[src/rtl/gb_act_sender_if.sv]
// ============================================================================
// Module      : gb_act_sender_if
// Description : Bundles the configuration, GB source and PEB-side handshake
//               channels of gb_act_sender. The master modport is the sender's
//               view; the slave modport is the view of the surrounding logic
//               (GB source, PEB sink and configuration master).
//               Optional statistics outputs exist only when
//               GB_ACT_SENDER_STAT_EN is defined.
// Revision    : 1.0 - initial release
// ============================================================================
`default_nettype none

interface gb_act_sender_if #(
    parameter int DATA_WIDTH = 8,
    parameter int NUM_ACT    = 16,
    parameter int FLG_WIDTH  = 32,
    parameter int CNT_WIDTH  = 16
);
    // Job control
    logic                          CfgStart;
    logic [CNT_WIDTH-1:0]          CfgNumBlk;
    logic                          Busy;
    logic                          Done;

    // GB source: flag words
    logic                          SrcFLG_Val;
    logic                          SrcFLG_Rdy;
    logic [FLG_WIDTH-1:0]          SrcFLG_Data;

    // GB source: packed activation beats
    logic                          SrcACT_Val;
    logic                          SrcACT_Rdy;
    logic [DATA_WIDTH*NUM_ACT-1:0] SrcACT_Data;

    // PEB flag channel
    logic                          GBFLGACT_val;
    logic                          FLGACTGB_rdy;
    logic [FLG_WIDTH-1:0]          GBFLGACT_data;

    // PEB activation channel
    logic                          GBACT_Val;
    logic                          ACTGB_Rdy;
    logic [DATA_WIDTH*NUM_ACT-1:0] GBACT_Data;

`ifdef GB_ACT_SENDER_STAT_EN
    // Per-job statistics
    logic [31:0]                   StatActBeats;
    logic [CNT_WIDTH-1:0]          StatFlgCnt;
`endif

    modport master (
`ifdef GB_ACT_SENDER_STAT_EN
        output StatActBeats, StatFlgCnt,
`endif
        input  CfgStart, CfgNumBlk,
        output Busy, Done,
        input  SrcFLG_Val, SrcFLG_Data,
        output SrcFLG_Rdy,
        input  SrcACT_Val, SrcACT_Data,
        output SrcACT_Rdy,
        output GBFLGACT_val, GBFLGACT_data,
        input  FLGACTGB_rdy,
        output GBACT_Val, GBACT_Data,
        input  ACTGB_Rdy
    );

    modport slave (
`ifdef GB_ACT_SENDER_STAT_EN
        input  StatActBeats, StatFlgCnt,
`endif
        output CfgStart, CfgNumBlk,
        input  Busy, Done,
        output SrcFLG_Val, SrcFLG_Data,
        input  SrcFLG_Rdy,
        output SrcACT_Val, SrcACT_Data,
        input  SrcACT_Rdy,
        input  GBFLGACT_val, GBFLGACT_data,
        output FLGACTGB_rdy,
        input  GBACT_Val, GBACT_Data,
        output ACTGB_Rdy
    );

endinterface

`default_nettype wire

[src/rtl/gb_act_sender.sv]
// ============================================================================
// Module      : gb_act_sender
// Description : GB-side transmitter for one PEB. For each of CfgNumBlk blocks
//               it fetches a sparsity flag word, forwards it to the PEB, then
//               fetches and forwards ceil(popcount(flag)/NUM_ACT) packed
//               activation beats through a one-deep register slice.
//               Optional macro GB_ACT_SENDER_STAT_EN adds the StatActBeats
//               and StatFlgCnt counters.
// Revision    : 1.0 - initial release
// ============================================================================
`default_nettype none

module gb_act_sender #(
    parameter int DATA_WIDTH = 8,
    parameter int NUM_ACT    = 16,
    parameter int FLG_WIDTH  = 32,
    parameter int CNT_WIDTH  = 16
) (
    input wire               Clk,
    input wire               Rst,
    gb_act_sender_if.master  bus
);

    // ------------------------------------------------------------------------
    // Derived widths
    // ------------------------------------------------------------------------
    localparam int c_ACT_W     = DATA_WIDTH * NUM_ACT;
    localparam int c_POP_W     = $clog2(FLG_WIDTH + 1);
    // Rounding sum must hold popcount + NUM_ACT-1 and the divisor itself.
    localparam int c_PR_W      = $clog2(FLG_WIDTH + NUM_ACT + 1);
    localparam int c_MAX_BEATS = (FLG_WIDTH + NUM_ACT - 1) / NUM_ACT;
    localparam int c_BEAT_W    = $clog2(c_MAX_BEATS + 1);

    // ------------------------------------------------------------------------
    // State encoding
    // ------------------------------------------------------------------------
    typedef enum logic [2:0] {
        S_IDLE      = 3'd0,
        S_FETCH_FLG = 3'd1,
        S_SEND_FLG  = 3'd2,
        S_SEND_ACT  = 3'd3,
        S_NEXT      = 3'd4
    } state_t;

    state_t                 r_State;
    state_t                 w_NextState;

    // Job / block bookkeeping
    logic [CNT_WIDTH-1:0]   r_BlkCnt;
    logic                   r_Done;

    // Flag register slice toward the PEB
    logic [FLG_WIDTH-1:0]   r_FlgData;
    logic                   r_FlgVal;

    // Activation register slice toward the PEB
    logic [c_ACT_W-1:0]     r_ActData;
    logic                   r_ActVal;

    // Beat accounting for the current block
    logic [c_BEAT_W-1:0]    r_BeatsLeft;
    logic [c_BEAT_W-1:0]    r_BeatsFetched;
    logic [c_BEAT_W-1:0]    r_BeatsSent;

    // Combinational helpers
    logic                   w_SrcFlgRdy;
    logic                   w_SrcActRdy;
    logic                   w_StartAcc;
    logic                   w_SrcFlgHs;
    logic                   w_SrcActHs;
    logic                   w_PebFlgHs;
    logic                   w_PebActHs;
    logic                   w_LastBeat;
    logic                   w_LastBlk;
    logic [c_POP_W-1:0]     w_PopCnt;
    logic [c_PR_W-1:0]      w_PopRound;
    logic [c_BEAT_W-1:0]    w_BeatsCalc;

    // ------------------------------------------------------------------------
    // Handshake decode
    // ------------------------------------------------------------------------
    assign w_StartAcc = (r_State == S_IDLE) && bus.CfgStart;
    assign w_SrcFlgHs = bus.SrcFLG_Val && w_SrcFlgRdy;
    assign w_SrcActHs = bus.SrcACT_Val && w_SrcActRdy;
    assign w_PebFlgHs = r_FlgVal && bus.FLGACTGB_rdy;
    assign w_PebActHs = r_ActVal && bus.ACTGB_Rdy;

    // Only meaningful in S_SEND_ACT, where r_BeatsLeft is at least one.
    assign w_LastBeat = (r_BeatsSent == (r_BeatsLeft - c_BEAT_W'(1)));

    // A zero block count behaves like a single final NEXT visit.
    assign w_LastBlk  = (r_BlkCnt <= CNT_WIDTH'(1));

    // Popcount of the incoming flag word over all FLG_WIDTH bits
    always_comb begin
        w_PopCnt = '0;
        for (int i = 0; i < FLG_WIDTH; i++) begin
            w_PopCnt = w_PopCnt + c_POP_W'(bus.SrcFLG_Data[i]);
        end
    end

    // Beats needed for the incoming flag: ceil(popcount / NUM_ACT)
    assign w_PopRound  = c_PR_W'(w_PopCnt) + c_PR_W'(NUM_ACT - 1);
    assign w_BeatsCalc = c_BEAT_W'(w_PopRound / c_PR_W'(NUM_ACT));

    // ------------------------------------------------------------------------
    // FSM
    // ------------------------------------------------------------------------

    // State register
    always_ff @(posedge Clk or posedge Rst) begin
        if (Rst) begin
            r_State <= S_IDLE;
        end else begin
            r_State <= w_NextState;
        end
    end

    // Next-state and source-ready decode
    always_comb begin
        w_NextState = r_State;
        w_SrcFlgRdy = 1'b0;
        w_SrcActRdy = 1'b0;
        case (r_State)
            S_IDLE: begin
                if (bus.CfgStart) begin
                    w_NextState = (bus.CfgNumBlk == '0) ? S_NEXT : S_FETCH_FLG;
                end
            end
            S_FETCH_FLG: begin
                w_SrcFlgRdy = 1'b1;
                if (bus.SrcFLG_Val) begin
                    w_NextState = S_SEND_FLG;
                end
            end
            S_SEND_FLG: begin
                if (w_PebFlgHs) begin
                    w_NextState = (r_BeatsLeft == '0) ? S_NEXT : S_SEND_ACT;
                end
            end
            S_SEND_ACT: begin
                // Refill the slice when it is empty or draining this cycle.
                w_SrcActRdy = (r_BeatsFetched < r_BeatsLeft) &&
                              (!r_ActVal || bus.ACTGB_Rdy);
                if (w_PebActHs && w_LastBeat) begin
                    w_NextState = S_NEXT;
                end
            end
            S_NEXT: begin
                w_NextState = w_LastBlk ? S_IDLE : S_FETCH_FLG;
            end
            default: begin
                w_NextState = S_IDLE;
            end
        endcase
    end

    // ------------------------------------------------------------------------
    // Datapath
    // ------------------------------------------------------------------------

    // Block counter: latched on start, decremented on every NEXT visit
    always_ff @(posedge Clk or posedge Rst) begin
        if (Rst) begin
            r_BlkCnt <= '0;
        end else if (w_StartAcc) begin
            r_BlkCnt <= bus.CfgNumBlk;
        end else if (r_State == S_NEXT) begin
            r_BlkCnt <= w_LastBlk ? '0 : (r_BlkCnt - CNT_WIDTH'(1));
        end
    end

    // One-cycle Done pulse when the final block's NEXT visit completes
    always_ff @(posedge Clk or posedge Rst) begin
        if (Rst) begin
            r_Done <= 1'b0;
        end else begin
            r_Done <= (r_State == S_NEXT) && w_LastBlk;
        end
    end

    // Flag slice: load on source handshake, drop on PEB handshake
    always_ff @(posedge Clk or posedge Rst) begin
        if (Rst) begin
            r_FlgData   <= '0;
            r_FlgVal    <= 1'b0;
            r_BeatsLeft <= '0;
        end else if (w_SrcFlgHs) begin
            r_FlgData   <= bus.SrcFLG_Data;
            r_FlgVal    <= 1'b1;
            r_BeatsLeft <= w_BeatsCalc;
        end else if (w_PebFlgHs) begin
            r_FlgVal    <= 1'b0;
        end
    end

    // Activation slice: a load wins over a concurrent drain so throughput
    // stays at one beat per cycle
    always_ff @(posedge Clk or posedge Rst) begin
        if (Rst) begin
            r_ActData <= '0;
            r_ActVal  <= 1'b0;
        end else if (w_SrcActHs) begin
            r_ActData <= bus.SrcACT_Data;
            r_ActVal  <= 1'b1;
        end else if (w_PebActHs) begin
            r_ActVal  <= 1'b0;
        end
    end

    // Per-block beat counters, rearmed on each flag fetch
    always_ff @(posedge Clk or posedge Rst) begin
        if (Rst) begin
            r_BeatsFetched <= '0;
            r_BeatsSent    <= '0;
        end else if (w_SrcFlgHs) begin
            r_BeatsFetched <= '0;
            r_BeatsSent    <= '0;
        end else begin
            if (w_SrcActHs) begin
                r_BeatsFetched <= r_BeatsFetched + c_BEAT_W'(1);
            end
            if (w_PebActHs) begin
                r_BeatsSent <= r_BeatsSent + c_BEAT_W'(1);
            end
        end
    end

    // ------------------------------------------------------------------------
    // Optional statistics
    // ------------------------------------------------------------------------
`ifdef GB_ACT_SENDER_STAT_EN
    logic [31:0]          r_StatActBeats;
    logic [CNT_WIDTH-1:0] r_StatFlgCnt;

    // Saturating per-job counters of PEB-side handshakes
    always_ff @(posedge Clk or posedge Rst) begin
        if (Rst) begin
            r_StatActBeats <= '0;
            r_StatFlgCnt   <= '0;
        end else if (w_StartAcc) begin
            r_StatActBeats <= '0;
            r_StatFlgCnt   <= '0;
        end else begin
            if (w_PebActHs && (r_StatActBeats != '1)) begin
                r_StatActBeats <= r_StatActBeats + 32'd1;
            end
            if (w_PebFlgHs && (r_StatFlgCnt != '1)) begin
                r_StatFlgCnt <= r_StatFlgCnt + CNT_WIDTH'(1);
            end
        end
    end

    assign bus.StatActBeats = r_StatActBeats;
    assign bus.StatFlgCnt   = r_StatFlgCnt;
`endif

    // ------------------------------------------------------------------------
    // Outputs
    // ------------------------------------------------------------------------
    assign bus.Busy          = (r_State != S_IDLE);
    assign bus.Done          = r_Done;
    assign bus.SrcFLG_Rdy    = w_SrcFlgRdy;
    assign bus.SrcACT_Rdy    = w_SrcActRdy;
    assign bus.GBFLGACT_val  = r_FlgVal;
    assign bus.GBFLGACT_data = r_FlgData;
    assign bus.GBACT_Val     = r_ActVal;
    assign bus.GBACT_Data    = r_ActData;

endmodule

`default_nettype wire

[src/flat_wrapper.sv]
// flat-port wrapper written by rule: the top's interface ports become plain ports
module gb_act_sender_flat 
#(
    parameter int DATA_WIDTH = 8,
    parameter int NUM_ACT    = 16,
    parameter int FLG_WIDTH  = 32,
    parameter int CNT_WIDTH  = 16
)
  (Clk, Rst, bus_CfgStart, bus_CfgNumBlk, bus_Busy, bus_Done, bus_SrcFLG_Val, bus_SrcFLG_Data, bus_SrcFLG_Rdy, bus_SrcACT_Val, bus_SrcACT_Data, bus_SrcACT_Rdy, bus_GBFLGACT_val, bus_GBFLGACT_data, bus_FLGACTGB_rdy, bus_GBACT_Val, bus_GBACT_Data, bus_ACTGB_Rdy);
  gb_act_sender_if #(.DATA_WIDTH(DATA_WIDTH), .NUM_ACT(NUM_ACT), .FLG_WIDTH(FLG_WIDTH), .CNT_WIDTH(CNT_WIDTH)) bus_i ();
  input wire Clk;
  input wire Rst;
  input wire logic [$bits(bus_i.CfgStart)-1:0] bus_CfgStart;
  input wire logic [$bits(bus_i.CfgNumBlk)-1:0] bus_CfgNumBlk;
  output wire logic [$bits(bus_i.Busy)-1:0] bus_Busy;
  output wire logic [$bits(bus_i.Done)-1:0] bus_Done;
  input wire logic [$bits(bus_i.SrcFLG_Val)-1:0] bus_SrcFLG_Val;
  input wire logic [$bits(bus_i.SrcFLG_Data)-1:0] bus_SrcFLG_Data;
  output wire logic [$bits(bus_i.SrcFLG_Rdy)-1:0] bus_SrcFLG_Rdy;
  input wire logic [$bits(bus_i.SrcACT_Val)-1:0] bus_SrcACT_Val;
  input wire logic [$bits(bus_i.SrcACT_Data)-1:0] bus_SrcACT_Data;
  output wire logic [$bits(bus_i.SrcACT_Rdy)-1:0] bus_SrcACT_Rdy;
  output wire logic [$bits(bus_i.GBFLGACT_val)-1:0] bus_GBFLGACT_val;
  output wire logic [$bits(bus_i.GBFLGACT_data)-1:0] bus_GBFLGACT_data;
  input wire logic [$bits(bus_i.FLGACTGB_rdy)-1:0] bus_FLGACTGB_rdy;
  output wire logic [$bits(bus_i.GBACT_Val)-1:0] bus_GBACT_Val;
  output wire logic [$bits(bus_i.GBACT_Data)-1:0] bus_GBACT_Data;
  input wire logic [$bits(bus_i.ACTGB_Rdy)-1:0] bus_ACTGB_Rdy;
  assign bus_i.CfgStart = bus_CfgStart;
  assign bus_i.CfgNumBlk = bus_CfgNumBlk;
  assign bus_Busy = bus_i.Busy;
  assign bus_Done = bus_i.Done;
  assign bus_i.SrcFLG_Val = bus_SrcFLG_Val;
  assign bus_i.SrcFLG_Data = bus_SrcFLG_Data;
  assign bus_SrcFLG_Rdy = bus_i.SrcFLG_Rdy;
  assign bus_i.SrcACT_Val = bus_SrcACT_Val;
  assign bus_i.SrcACT_Data = bus_SrcACT_Data;
  assign bus_SrcACT_Rdy = bus_i.SrcACT_Rdy;
  assign bus_GBFLGACT_val = bus_i.GBFLGACT_val;
  assign bus_GBFLGACT_data = bus_i.GBFLGACT_data;
  assign bus_i.FLGACTGB_rdy = bus_FLGACTGB_rdy;
  assign bus_GBACT_Val = bus_i.GBACT_Val;
  assign bus_GBACT_Data = bus_i.GBACT_Data;
  assign bus_i.ACTGB_Rdy = bus_ACTGB_Rdy;
  gb_act_sender #(.DATA_WIDTH(DATA_WIDTH), .NUM_ACT(NUM_ACT), .FLG_WIDTH(FLG_WIDTH), .CNT_WIDTH(CNT_WIDTH)) u_core (.Clk(Clk), .Rst(Rst), .bus(bus_i));
endmodule
[config.mk]
export PLATFORM = sky130hd
export DESIGN_NAME = gb_act_sender_flat
export DESIGN_NICKNAME = d
export VERILOG_FILES = /design/src/rtl/gb_act_sender_if.sv /design/src/rtl/gb_act_sender.sv /design/src/flat_wrapper.sv
export SDC_FILE = /design/constraint.sdc
export NUM_CORES = 1
export LEC_CHECK = 0
export BUFFER_PORTS_ARGS = -buffer_cell sky130_fd_sc_hd__buf_2
export CAP_MARGIN = 0
export CORE_ASPECT_RATIO = 0.5
export CORE_MARGIN = 3
export CORE_UTILIZATION = 44
export CTS_CLUSTER_DIAMETER = 200
export DETAILED_ROUTE_END_ITERATION = 8
export HOLD_SLACK_MARGIN = 0.1
export PLACE_DENSITY = 0.76
export SYNTH_ARGS = -nofsm -noshare
export SYNTH_HDL_FRONTEND = slang
export SYNTH_SLANG_ARGS = --single-unit
[constraint.sdc]
create_clock -name Clk -period 6.4 [get_ports Clk]
set_clock_uncertainty 0.15 [all_clocks]
set_input_delay 1.6 -clock Clk [delete_from_list [all_inputs] [get_ports Clk]]
set_output_delay 1.6 -clock Clk [all_outputs]
set_load 0.01 [all_outputs]
==> After elaboration in Yosys (flattened, before gate mapping) <==
Cells that the tools add are included.
{ "classes": {"addsub": 36, "magnitude_cmp": 2, "n_eq_ne": 9, "mux": 21, "reduce_logical": 20} }
{ "ops": {"columns": ["operator", "count"], "rows": [
  ["adder 6 x 1 -> 6 bit", 30],
  ["two-way mux 16 bit", 3],
  ["two-way mux 3 bit", 6],
  ["less-or-equal comparator 16 x 1 -> 1 bit (second input constant)", 1],
  ["logical NOT 16 bit", 1],
  ["subtractor 16 x 1 -> 16 bit (second input constant)", 1],
  ["case mux 3 bit (5 select lines)", 1],
  ["nonzero test 2 bit", 5],
  ["logical AND 1 bit", 8],
  ["two-way mux 2 bit", 4],
  ["two-way mux 1 bit", 7],
  ["adder 6 x 4 -> 6 bit (second input constant)", 1],
  ["equality test 3 x 2 -> 1 bit (second input constant)", 2],
  ["adder 2 x 1 -> 2 bit (second input constant)", 2],
  ["inequality test 2 x 1 -> 1 bit (second input constant)", 2],
  ["inequality test 2 bit (second input constant)", 2],
  ["AND reduction 4 bit", 1],
  ["equality test 3 x 1 -> 1 bit (second input constant)", 1],
  ["equality test 3 bit (second input constant)", 1],
  ["logical NOT 3 bit", 1],
  ["nonzero test 3 bit", 1],
  ["adder 1 x 1 -> 2 bit", 1],
  ["equality test 2 bit", 1],
  ["logical NOT 2 bit", 1],
  ["4 further kinds", 4]
]} }
{ "word_totals": {"regBits": 188, "in_bits": 183, "out_inout_bits": 166, "elab_cells": 98} }

==> Depth between registers and ports, before layout <==
Gate-level depths: netlist of the first run.
{ "logic_depth": {"word_depth": 32, "depth_mapped": 18, "depth_no_buf": 18} }

==> Least setup slack after synthesis of the first run <==
No wires, ideal clock.
{ "synth_timing": {"path_kind": "input port to flip-flop", "from": "in bus_SrcFLG_Data[0]", "to": "reg u_core.r_BeatsLeft[1]", "setup_time_ns": 0.122, "arrival_time_ns": 5.616, "required_time_ns": 6.128, "path_slack_ns": 0.512, "path_stages": 17, "path_buffers": 0, "path_cell_list": "ha_1 inv_1 ha_1 fa_1 inv_1 fa_1 fa_1 fa_1 inv_1 fa_1 inv_1 ha_1 and3b_1 o211ai_1 a21oi_1 mux2i_1 nand2_1"} }
{ "synth_between": {"elab_chain_cells": 32} }
{ "synth_rtl": {"columns": ["item", "line_no", "text"], "rows": [
  ["start, declared", "flat_wrapper.sv:18", "input wire logic [$bits(bus_i.SrcFLG_Data)-1:0] bus_SrcFLG_Data;"],
  ["adder 1 x 1 -> 2 bit", "gb_act_sender.sv:98", "w_PopCnt = w_PopCnt + c_POP_W'(bus.SrcFLG_Data[i]);"],
  ["adder 6 x 1 -> 6 bit (30 in series)", "gb_act_sender.sv:98", null],
  ["adder 6 x 4 -> 6 bit", "gb_act_sender.sv:103", "assign w_PopRound = c_PR_W'(w_PopCnt) + c_PR_W'(NUM_ACT - 1);"],
  ["end signal, assigned", "gb_act_sender.sv:191", "r_BeatsLeft <= w_BeatsCalc;"],
  ["end, declared", "gb_act_sender.sv:61", "logic [c_BEAT_W-1:0] r_BeatsLeft;"]
]} }
No other way between the ends.
A chain may end at the register's enable or synchronous reset.

==> Final worst setup path of the first run <==
{ "layout_timing": {"from": "in bus_SrcFLG_Data[0]", "to": "reg u_core.r_BeatsLeft[0]"} }
The elaborated chain is that of the path after synthesis.

==> summary.md, run 1 <==
| Metric | Value |
|---|---|
| Outcome | finished, final reports clean |
| Clk root buf | sky130_fd_sc_hd__clkbuf_16 |
| Startpoint-to-endpoint class of the critical path | primary input to register |
| Horizontal extent of the die | between 200 and 250 um |
| Via density per instance | approximately 4.8 |
| Delay of the slowest cell on the worst path | around 0.55 ns |
| Met2 Usage GRT | between 30 and 40% |
| Routability Congestion | between 0.8 and 0.9 |
| Logic pwr share | roughly 43% |
| Share of total power in the clock network | 19.7% |
| Post-route standard cell area excluding fillers | 11500 um2 |
| Net Count, Synth | 890 |
| Critical Path Most Common Cell | sky130_fd_sc_hd__fa_1 |
| Part of the Yosys area used for sequential elements | 52.9% |
| Number of synthesized register bits | roughly 190 |
| Cells after Synth | 667 |
| Largest net degree at the start of global routing | ~190 |
| TritonCTS clock tree | built |
| Multi-input combinational cell area | between 3000 and 4000 um2 |
| HPWL reported at the end of detailed placement | approximately 17 mm |
| Total count of hold-check failures in the final report | 0 |
| I/O pins | between 300 and 400 |
| Total cell area at the placement stage | roughly 11000 um2 |
| Avg WL per Cell | between 15 and 20 um |
| Cell breakdown of the critical path | buf_2 > ha_1 > inv_1 > ha_1 > fa_1 > inv_1 > fa_1 > fa_1 > fa_1 > inv_1 > fa_1 > inv_1 > ha_1 > and3b_1 > o211ai_1 > a21oi_1 > nand3b_1 > o21ai_0 |
| Cell row count | 36 |
| Type of destination of the critical path | register |
| Final worst-path cycle share | approximately 90% |
| Arrival time of the worst setup path | around 6 ns |
| Clk sinks | 188 |
| Unrepaired setup endpoints after global routing | no |
| Path type of the worst min-delay path | register to register |
| Kind of cell with the highest combined delay on the critical path | adder cells |
| Met1 track demand over resource | around 27% |
| Hold buffers post-CTS | 0 |
| Number of levels in the clock H-tree | 4 |
| Worst-case vdd ir drop | 0.209 mV |
| Clock period minus final worst setup slack | between 5 and 6 ns |
| Critical Path Slowest Stage Cell | sky130_fd_sc_hd__fa_1 |
| Number of buffers created by CTS | 17 |
| Total overflow reported by the global router | 0 |
| Post-CTS sizing | 0 |
| Met3 Usage GRT | roughly 5.1% |
| Syn_area_per_cell | between 10 and 15 um2 |
| Remaining antenna violation count | 0 |
| Cell internal pwr | 3.80 mW |
| Relative slew slack | a little over a quarter |
| Core footprint | about 20000 um2 |
| Layout overhead on the synthesized area | 29.0% |
| DRC violations left | 0 |
| Setup TNS | 0 ns |
| Reg area | 4700 um2 |
| Quantity of I/O buffers inserted on ports | 348 |
| Layout filler cell count | 1634 |
| Power density cells | ~510 nW/um2 |
| Largest fanout of any net on the critical path | 2 |
| Global-route wire length before repair | around 36 mm |
| Routed wire length | approximately 23 mm |
| Number of maximum-capacitance constraint violations | 0 |
| Length of the first detailed-routing pass in iterations | 4 |
| Clock-pin slew on the worst setup and hold paths | roughly 0.060 ns |
| Iter 0 DRT Violations | 423 |
| Switching power share of the total | a little over a third |
| Fraction of layout cells with a size suffix above 1 | about half |
| Sequential share of power | ~37% |
| Max-slew violation count | 0 |
| Die Footprint | between 20000 and 25000 um2 |
| Busiest layer in global routing | met2 |
| Peak clock frequency supported by timing | 0.173 GHz |
| Worst-Skew Late Latency | ~0.44 ns |
| Count of buffer and inverter cells on the critical path | 5 |
| Endpoint required time on the critical path | between 6 and 7 ns |
| Actual transition at the worst max-transition pin | 1.11 ns |
| Final setup viols | 0 |
| Type of element launching the critical path | primary input |
| Setup slack on the worst flop-to-flop path | around 3.6 ns |
| # nets final | 1232 |
| Leakage power | approximately 6.2 nW |
| Total routing resource utilization after global routing | ~21% |
| Number of buffers inserted by post-CTS setup repair | 0 |
| Dominant register cell in the synthesized netlist | sky130_fd_sc_hd__dfrtp_1 |
| Yosys warning total | 0 |
| Count of distinct cell types in the synthesized netlist | 50 |
| Share of synthesized flip-flops with an asynchronous set or reset | 100% |
| Post-Syn Area | 8890 um2 |
| Via count | between 6000 and 7000 |
| Number of synthesized flops with an enable pin | 0 |
| P_sw | ~2.1 mW |
| Die Y-Extent | 107 um |
| Maximum root-to-sink buffer count | 2 |
| Number of global-route vias before repair | roughly 6500 |
| Starting utilization of the core area | a little under half |
| Antenna violations before repair | 1 |
synth_stat cells (2+ instances only):
master                     count  share of area, %
sky130_fd_sc_hd__nor4_1        8              0.56
sky130_fd_sc_hd__a21oi_1       2              0.11
sky130_fd_sc_hd__clkbuf_1      7              0.30
sky130_fd_sc_hd__mux2_2       29               3.7
sky130_fd_sc_hd__xnor2_1       2              0.20
sky130_fd_sc_hd__nor2b_1       2              0.14
sky130_fd_sc_hd__buf_2         9              0.51
sky130_fd_sc_hd__and2_1        3              0.21
sky130_fd_sc_hd__nand3_1       8              0.45
sky130_fd_sc_hd__mux2_4      100                17
sky130_fd_sc_hd__nand4_1       5              0.35
sky130_fd_sc_hd__nand4b_1      2              0.20
sky130_fd_sc_hd__nor3_1        5              0.28
sky130_fd_sc_hd__fa_1         23               5.2
sky130_fd_sc_hd__mux2i_1       2              0.23
sky130_fd_sc_hd__ha_1         17               2.4
sky130_fd_sc_hd__a22oi_1       6              0.51
sky130_fd_sc_hd__a31oi_1       2              0.14
sky130_fd_sc_hd__o31ai_1       5              0.42
sky130_fd_sc_hd__o21ai_0      16              0.90
sky130_fd_sc_hd__nor2_1       13              0.55
sky130_fd_sc_hd__buf_6        11               1.4
sky130_fd_sc_hd__inv_1        59               2.5
sky130_fd_sc_hd__dfrtp_1     188                53
sky130_fd_sc_hd__o21ai_1      16              0.90
sky130_fd_sc_hd__nand2_1      82               3.5
sky130_fd_sc_hd__a21o_1        2              0.17
sky130_fd_sc_hd__buf_4         2              0.17
sky130_fd_sc_hd__xor2_1       19               1.9
sky130_fd_sc_hd__and3b_1       2              0.20
kinds of logic (layout without fill, tap and decap cells):
kind of cell	count (synthesis)	count (layout)	share of synthesized area, %
AO/OA/AOI/OAI	56	56	3.94
XOR/XNOR	21	21	2.07
adder cells (fa/ha/maj)	40	40	7.57
buffers and inverters	88	443	4.86
flip-flops	188	188	52.9
multiplexers	131	131	20.8
other	0	1	0
AND/OR/NAND/NOR	143	143	7.84
state kept, by name, indices dropped and copies added, names as in the netlist:
signal	flops
u_core.bus.Done	1
u_core.bus.GBACT_Data	128
u_core.bus.GBACT_Val	1
u_core.bus.GBFLGACT_data	32
u_core.bus.GBFLGACT_val	1
u_core.r_BeatsFetched	2
u_core.r_BeatsLeft	2
u_core.r_BeatsSent	2
u_core.r_BlkCnt	16
u_core.r_State	3
metal layers:
| metal | vias to the layer above | part of all wire, % |
|---|---|---|
| li1 | 2922 | - |
| met1 | 3065 | 43 |
| met2 | 156 | 50 |
| met3 | 40 | 4.8 |
| met4 | 0 | 2.2 |
| met5 | - | 0 |
cells in the final DEF, fill, tap and decap left out, types with 5 or more instances in the layout:
master,count
sky130_fd_sc_hd__o21ai_1,16
sky130_fd_sc_hd__dfrtp_1,188
sky130_fd_sc_hd__nor3_1,5
sky130_fd_sc_hd__nand4_1,5
sky130_fd_sc_hd__mux2_4,100
sky130_fd_sc_hd__a22oi_1,6
sky130_fd_sc_hd__nand2_1,82
sky130_fd_sc_hd__buf_2,348
sky130_fd_sc_hd__o31ai_1,5
sky130_fd_sc_hd__clkbuf_16,17
sky130_fd_sc_hd__mux2_2,29
sky130_fd_sc_hd__o21ai_0,16
sky130_fd_sc_hd__nand3_1,8
sky130_fd_sc_hd__ha_1,17
sky130_fd_sc_hd__nor4_1,8
sky130_fd_sc_hd__xor2_1,19
sky130_fd_sc_hd__fa_1,23
sky130_fd_sc_hd__inv_1,58
sky130_fd_sc_hd__nor2_1,13
power by group through the flow:
stage | clock [mW] | combinational [mW] | sequential [mW]
after floorplan | 0 | 1.46 | 2.34
after global placement | 0 | 2.48 | 2.15
after detailed placement | 0 | 2.57 | 2.19
after CTS | 1.18 | 2.58 | 2.18
after global routing | 1.23 | 2.77 | 2.26
final | 1.16 | 2.54 | 2.18
final timing paths:
check                                             start                      endpoint  cells after the start
max                                  bus_SrcFLG_Data[0]         u_core.r_BeatsLeft[0]                     18
min                        u_core.bus.GBFLGACT_data[11]  u_core.bus.GBFLGACT_data[11]                      2
max reg2reg                       u_core.r_BeatsLeft[1]     u_core.bus.GBACT_Data[23]                      7
min reg2reg                u_core.bus.GBFLGACT_data[11]  u_core.bus.GBFLGACT_data[11]                      2
max in group asynchronous                           Rst     u_core.bus.GBACT_Data[24]                      3
min in group asynchronous                           Rst     u_core.bus.GBACT_Data[77]                      3
tightest hold or removal path: cells and delay by family (launching register included):
kind,cells,cell delay [ns]
flip-flops,1,0.34
AND/OR/NAND/NOR,2,0.11
through the flow:
stage | setup WS, ns | utilization (%) | hold slack [ns] | power [mW] | instances
global placement | 0.254 | 55.1 | 0.305 | 4.63 | 1256
finish | 0.635 | 58.4 | 0.325 | 5.89 | 1289
CTS | 0.637 | 58.4 | 0.325 | 5.94 | 1288
floorplan | 0.512 | - | 0.332 | 3.80 | 667
detailed placement | 0.176 | 55.1 | 0.308 | 4.75 | 1256
global route | 0.408 | 58.4 | 0.359 | 6.27 | 1289
layout make-up:
cell class / instances / share of cell area [%]
multi-input combinational: 391 / 32.8
inverter: 59 / 1.96
clock inverter: 11 / 1.57
tap: 266 / 2.90
timing repair buffer: 352 / 15.6
sequential: 188 / 41.0
clock buffer: 21 / 4.10
antenna: 1 / 0.0218
Power figures use the tool's default switching activity.
==> inputs of run 2 (changes only) <==
--- a/config.mk
+++ b/config.mk
@@ -6,12 +6,13 @@
 export NUM_CORES = 1
 export LEC_CHECK = 0
 export BUFFER_PORTS_ARGS = -buffer_cell sky130_fd_sc_hd__buf_2
-export CAP_MARGIN = 0
-export CORE_ASPECT_RATIO = 0.5
+export CAP_MARGIN = 20
+export CORE_ASPECT_RATIO = 0.9
 export CORE_MARGIN = 3
 export CORE_UTILIZATION = 44
 export CTS_CLUSTER_DIAMETER = 200
 export DETAILED_ROUTE_END_ITERATION = 8
+export GPL_TIMING_DRIVEN = 0
 export HOLD_SLACK_MARGIN = 0.1
 export PLACE_DENSITY = 0.76
 export SYNTH_ARGS = -nofsm -noshare
==> run 2 against run 1 <==
Worst setup slack lost 0.0088 ns; cell area grew 1.6%; routed wire length is 0.92% higher; via count up 3.2%; first-iteration DRC count down 28%; clock power fell by 8%; sequential cell count unchanged; count of clock-buffer cells in the layout down 4; non-clock buffer count grew 30; fmax decreased by 0.15%; final cell count rose by 1.1%; critical path type unchanged; critical endpoint unchanged; highest routed layer unchanged.
==> summary.md, run 2 (synthesis results as in run 1) <==
| Metric | Value |
|---|---|
| Outcome | finished, final reports clean |
| Core footprint | 19500 um2 (-0.61%) |
| Die Y-Extent | 141 um (+32%) |
| Type of element launching the critical path | primary input |
| Startpoint-to-endpoint class of the critical path | primary input to register |
| Clock period minus final worst setup slack | 5.77 ns (+0.00881 ns) |
| Largest net degree at the start of global routing | 42 (-78%) |
| Number of maximum-capacitance constraint violations | 0 (unchanged) |
| Number of buffers created by CTS | 17 (unchanged) |
| Worst-Skew Late Latency | 0.42 ns (-0.02 ns) |
| Power density cells | 499 nW/um2 (-2.8%) |
| Post-CTS sizing | 0 (unchanged) |
| Post-route standard cell area excluding fillers | 11700 um2 (+1.6%) |
| # nets final | 1262 (+2.4%) |
| Endpoint required time on the critical path | 6.58 ns (about the same) |
| Final setup slack of the worst path | 0.626 ns (-0.00881 ns) |
| Via density per instance | 4.90 (+2.1%) |
| Maximum root-to-sink buffer count | 2 (unchanged) |
| Total count of hold-check failures in the final report | 0 (unchanged) |
| TritonCTS clock tree | built |
| Number of global-route vias before repair | 6876 (+5.9%) |
| Worst hold path stage count | 2 (unchanged) |
| Max-slew violation count | 0 (unchanged) |
| Layout overhead on the synthesized area | 31.1% |
| Placement-stage worst setup slack | 0.159 ns (-0.0176 ns) |
| Setup TNS | 0 ns (unchanged) |
| Quantity of I/O buffers inserted on ports | 348 (unchanged) |
| Total cell area at the placement stage | 11000 um2 (+2.2%) |
| Most used cells in the layout excluding fill and tap cells | sky130_fd_sc_hd__buf_2, sky130_fd_sc_hd__dfrtp_1, sky130_fd_sc_hd__mux2_4, sky130_fd_sc_hd__nand2_1, sky130_fd_sc_hd__inv_1 |
| Clock-pin slew on the worst setup and hold paths | 0.08 ns (+0.02 ns) |
| Final design utilization | 59.7% (+1.3 points) |
| Arrival time of the worst setup path | 5.95 ns (about the same) |
| Clk sinks | 188 (unchanged) |
| Cell row count | 48 (+33%) |
| Starting utilization of the core area | 45.5% (+0.28 points) |
| Leakage power | 6.35 nW (+1.9%) |
| Max reg flops | 128 (unchanged) |
| Remaining antenna violation count | 0 (unchanged) |
| Most common cell after layout, fill and taps aside | sky130_fd_sc_hd__buf_2 |
| Worst slack on hold paths | 0.324 ns (-0.000489 ns) |
| Number of buffers inserted by post-CTS setup repair | 0 (unchanged) |
| Number of placed instances with taps included | 1270 (+1.1%) |
| DRC violations left | 0 (unchanged) |
| Fraction of layout cells with a size suffix above 1 | 51.9% (+0.82 points) |
| Final cell count without fillers | 1303 (+1.1%) |
| Final worst-path cycle share | 90.2% (+0.14 points) |
| Total overflow reported by the global router | 0 (unchanged) |
| Horizontal extent of the die | 156 um (-25%) |
| Worst-case vdd ir drop | 0.208 mV (-0.18%) |
| Number of levels in the clock H-tree | 4 (unchanged) |
| I/O pins | 349 (unchanged) |
| Total routing resource utilization after global routing | 21.1% (+0.51 points) |
| Actual transition at the worst max-transition pin | 0.624 ns (-0.483 ns) |
| Worst reg-to-reg path cell count | 9 (+2) |
| Via count | 6379 (+3.2%) |
| Type of destination of the critical path | register |
| Largest fanout of any net on the critical path | 2 (unchanged) |
| Final setup viols | 0 (unchanged) |
| Iter 0 DRT Violations | 303 (-28%) |
| HPWL reported at the end of detailed placement | 18.3 mm (+5.3%) |
| Routability Congestion | 0.849 (-2.5%) |
| Avg WL per Cell | 17.8 um (-0.17%) |
| Path type of the worst min-delay path | register to register |
| Die Footprint | 21900 um2 (-0.46%) |
| Clk root buf | sky130_fd_sc_hd__clkbuf_16 |
| Length of the first detailed-routing pass in iterations | 4 (unchanged) |
| Hold buffers post-CTS | 0 (unchanged) |
| Final total power | 5.81 mW (-1.3%) |
| Routed wire length | 23.2 mm (+0.92%) |
| Relative slew slack | 58.4% (+32 points) |
| Unrepaired setup endpoints after global routing | no |
| Global-route wire length before repair | 36.6 mm (+2.3%) |
| Peak clock frequency supported by timing | 0.173 GHz (-0.15%) |
| Antenna violations before repair | 1 (unchanged) |
[run 2: critical path: stages]
cell and delay (ns):
sky130_fd_sc_hd__buf_2 0.12, sky130_fd_sc_hd__ha_1 0.27, sky130_fd_sc_hd__inv_1 0.04, sky130_fd_sc_hd__ha_1 0.28
sky130_fd_sc_hd__fa_1 0.39, sky130_fd_sc_hd__inv_1 0.08, sky130_fd_sc_hd__fa_1 0.46, sky130_fd_sc_hd__fa_1 0.52
sky130_fd_sc_hd__fa_1 0.56, sky130_fd_sc_hd__inv_1 0.06, sky130_fd_sc_hd__fa_1 0.52, sky130_fd_sc_hd__inv_1 0.05
sky130_fd_sc_hd__ha_1 0.27, sky130_fd_sc_hd__and3b_1 0.17, sky130_fd_sc_hd__o211ai_1 0.19, sky130_fd_sc_hd__a21oi_1 0.12
sky130_fd_sc_hd__nand3b_1 0.16, sky130_fd_sc_hd__o21ai_0 0.09
[run 2: routing by layer]
metal	part of all wire (%)	GRT usage, %	vias to the layer above	wire [um]
li1	-	-	2978	-
met1	41	25.8	3117	9480
met2	50	36.6	249	11600
met3	6.8	5.59	35	1580
met4	1.9	6.41	0	450
met5	0	0	-	0
[run 2: cell type report]
class / count / area [um2]
flip-flops and latches: 188 / 4700
fillers: 1610 / 7870
plain buffers: 29 / 210
well taps: 250 / 313
diodes: 1 / 2.50
clock buffers: 17 / 425
clock inverters: 15 / 179
multi-input cells: 391 / 3750
inverters: 59 / 225
repair buffers: 353 / 1840
[run 2: report_power, final]
group / internal, mW / switching [mW] / total, mW
clock: 0.561 / 0.512 / 1.07
sequential: 1.77 / 0.361 / 2.13
combinational: 1.38 / 1.24 / 2.61
[run 2: worst paths after layout]
check / startpoint / to / slack, ns
max reg2reg: u_core.r_BlkCnt[0] / u_core.r_BlkCnt[8] / 4.28
min: u_core.bus.GBFLGACT_data[2] / u_core.bus.GBFLGACT_data[2] / 0.32
max: bus_SrcFLG_Data[0] / u_core.r_BeatsLeft[0] / 0.63
max in group asynchronous: Rst / u_core.bus.GBACT_Data[8] / 4.32
min in group asynchronous: Rst / u_core.bus.GBACT_Val / 1.01
min reg2reg: u_core.bus.GBFLGACT_data[2] / u_core.bus.GBFLGACT_data[2] / 0.32
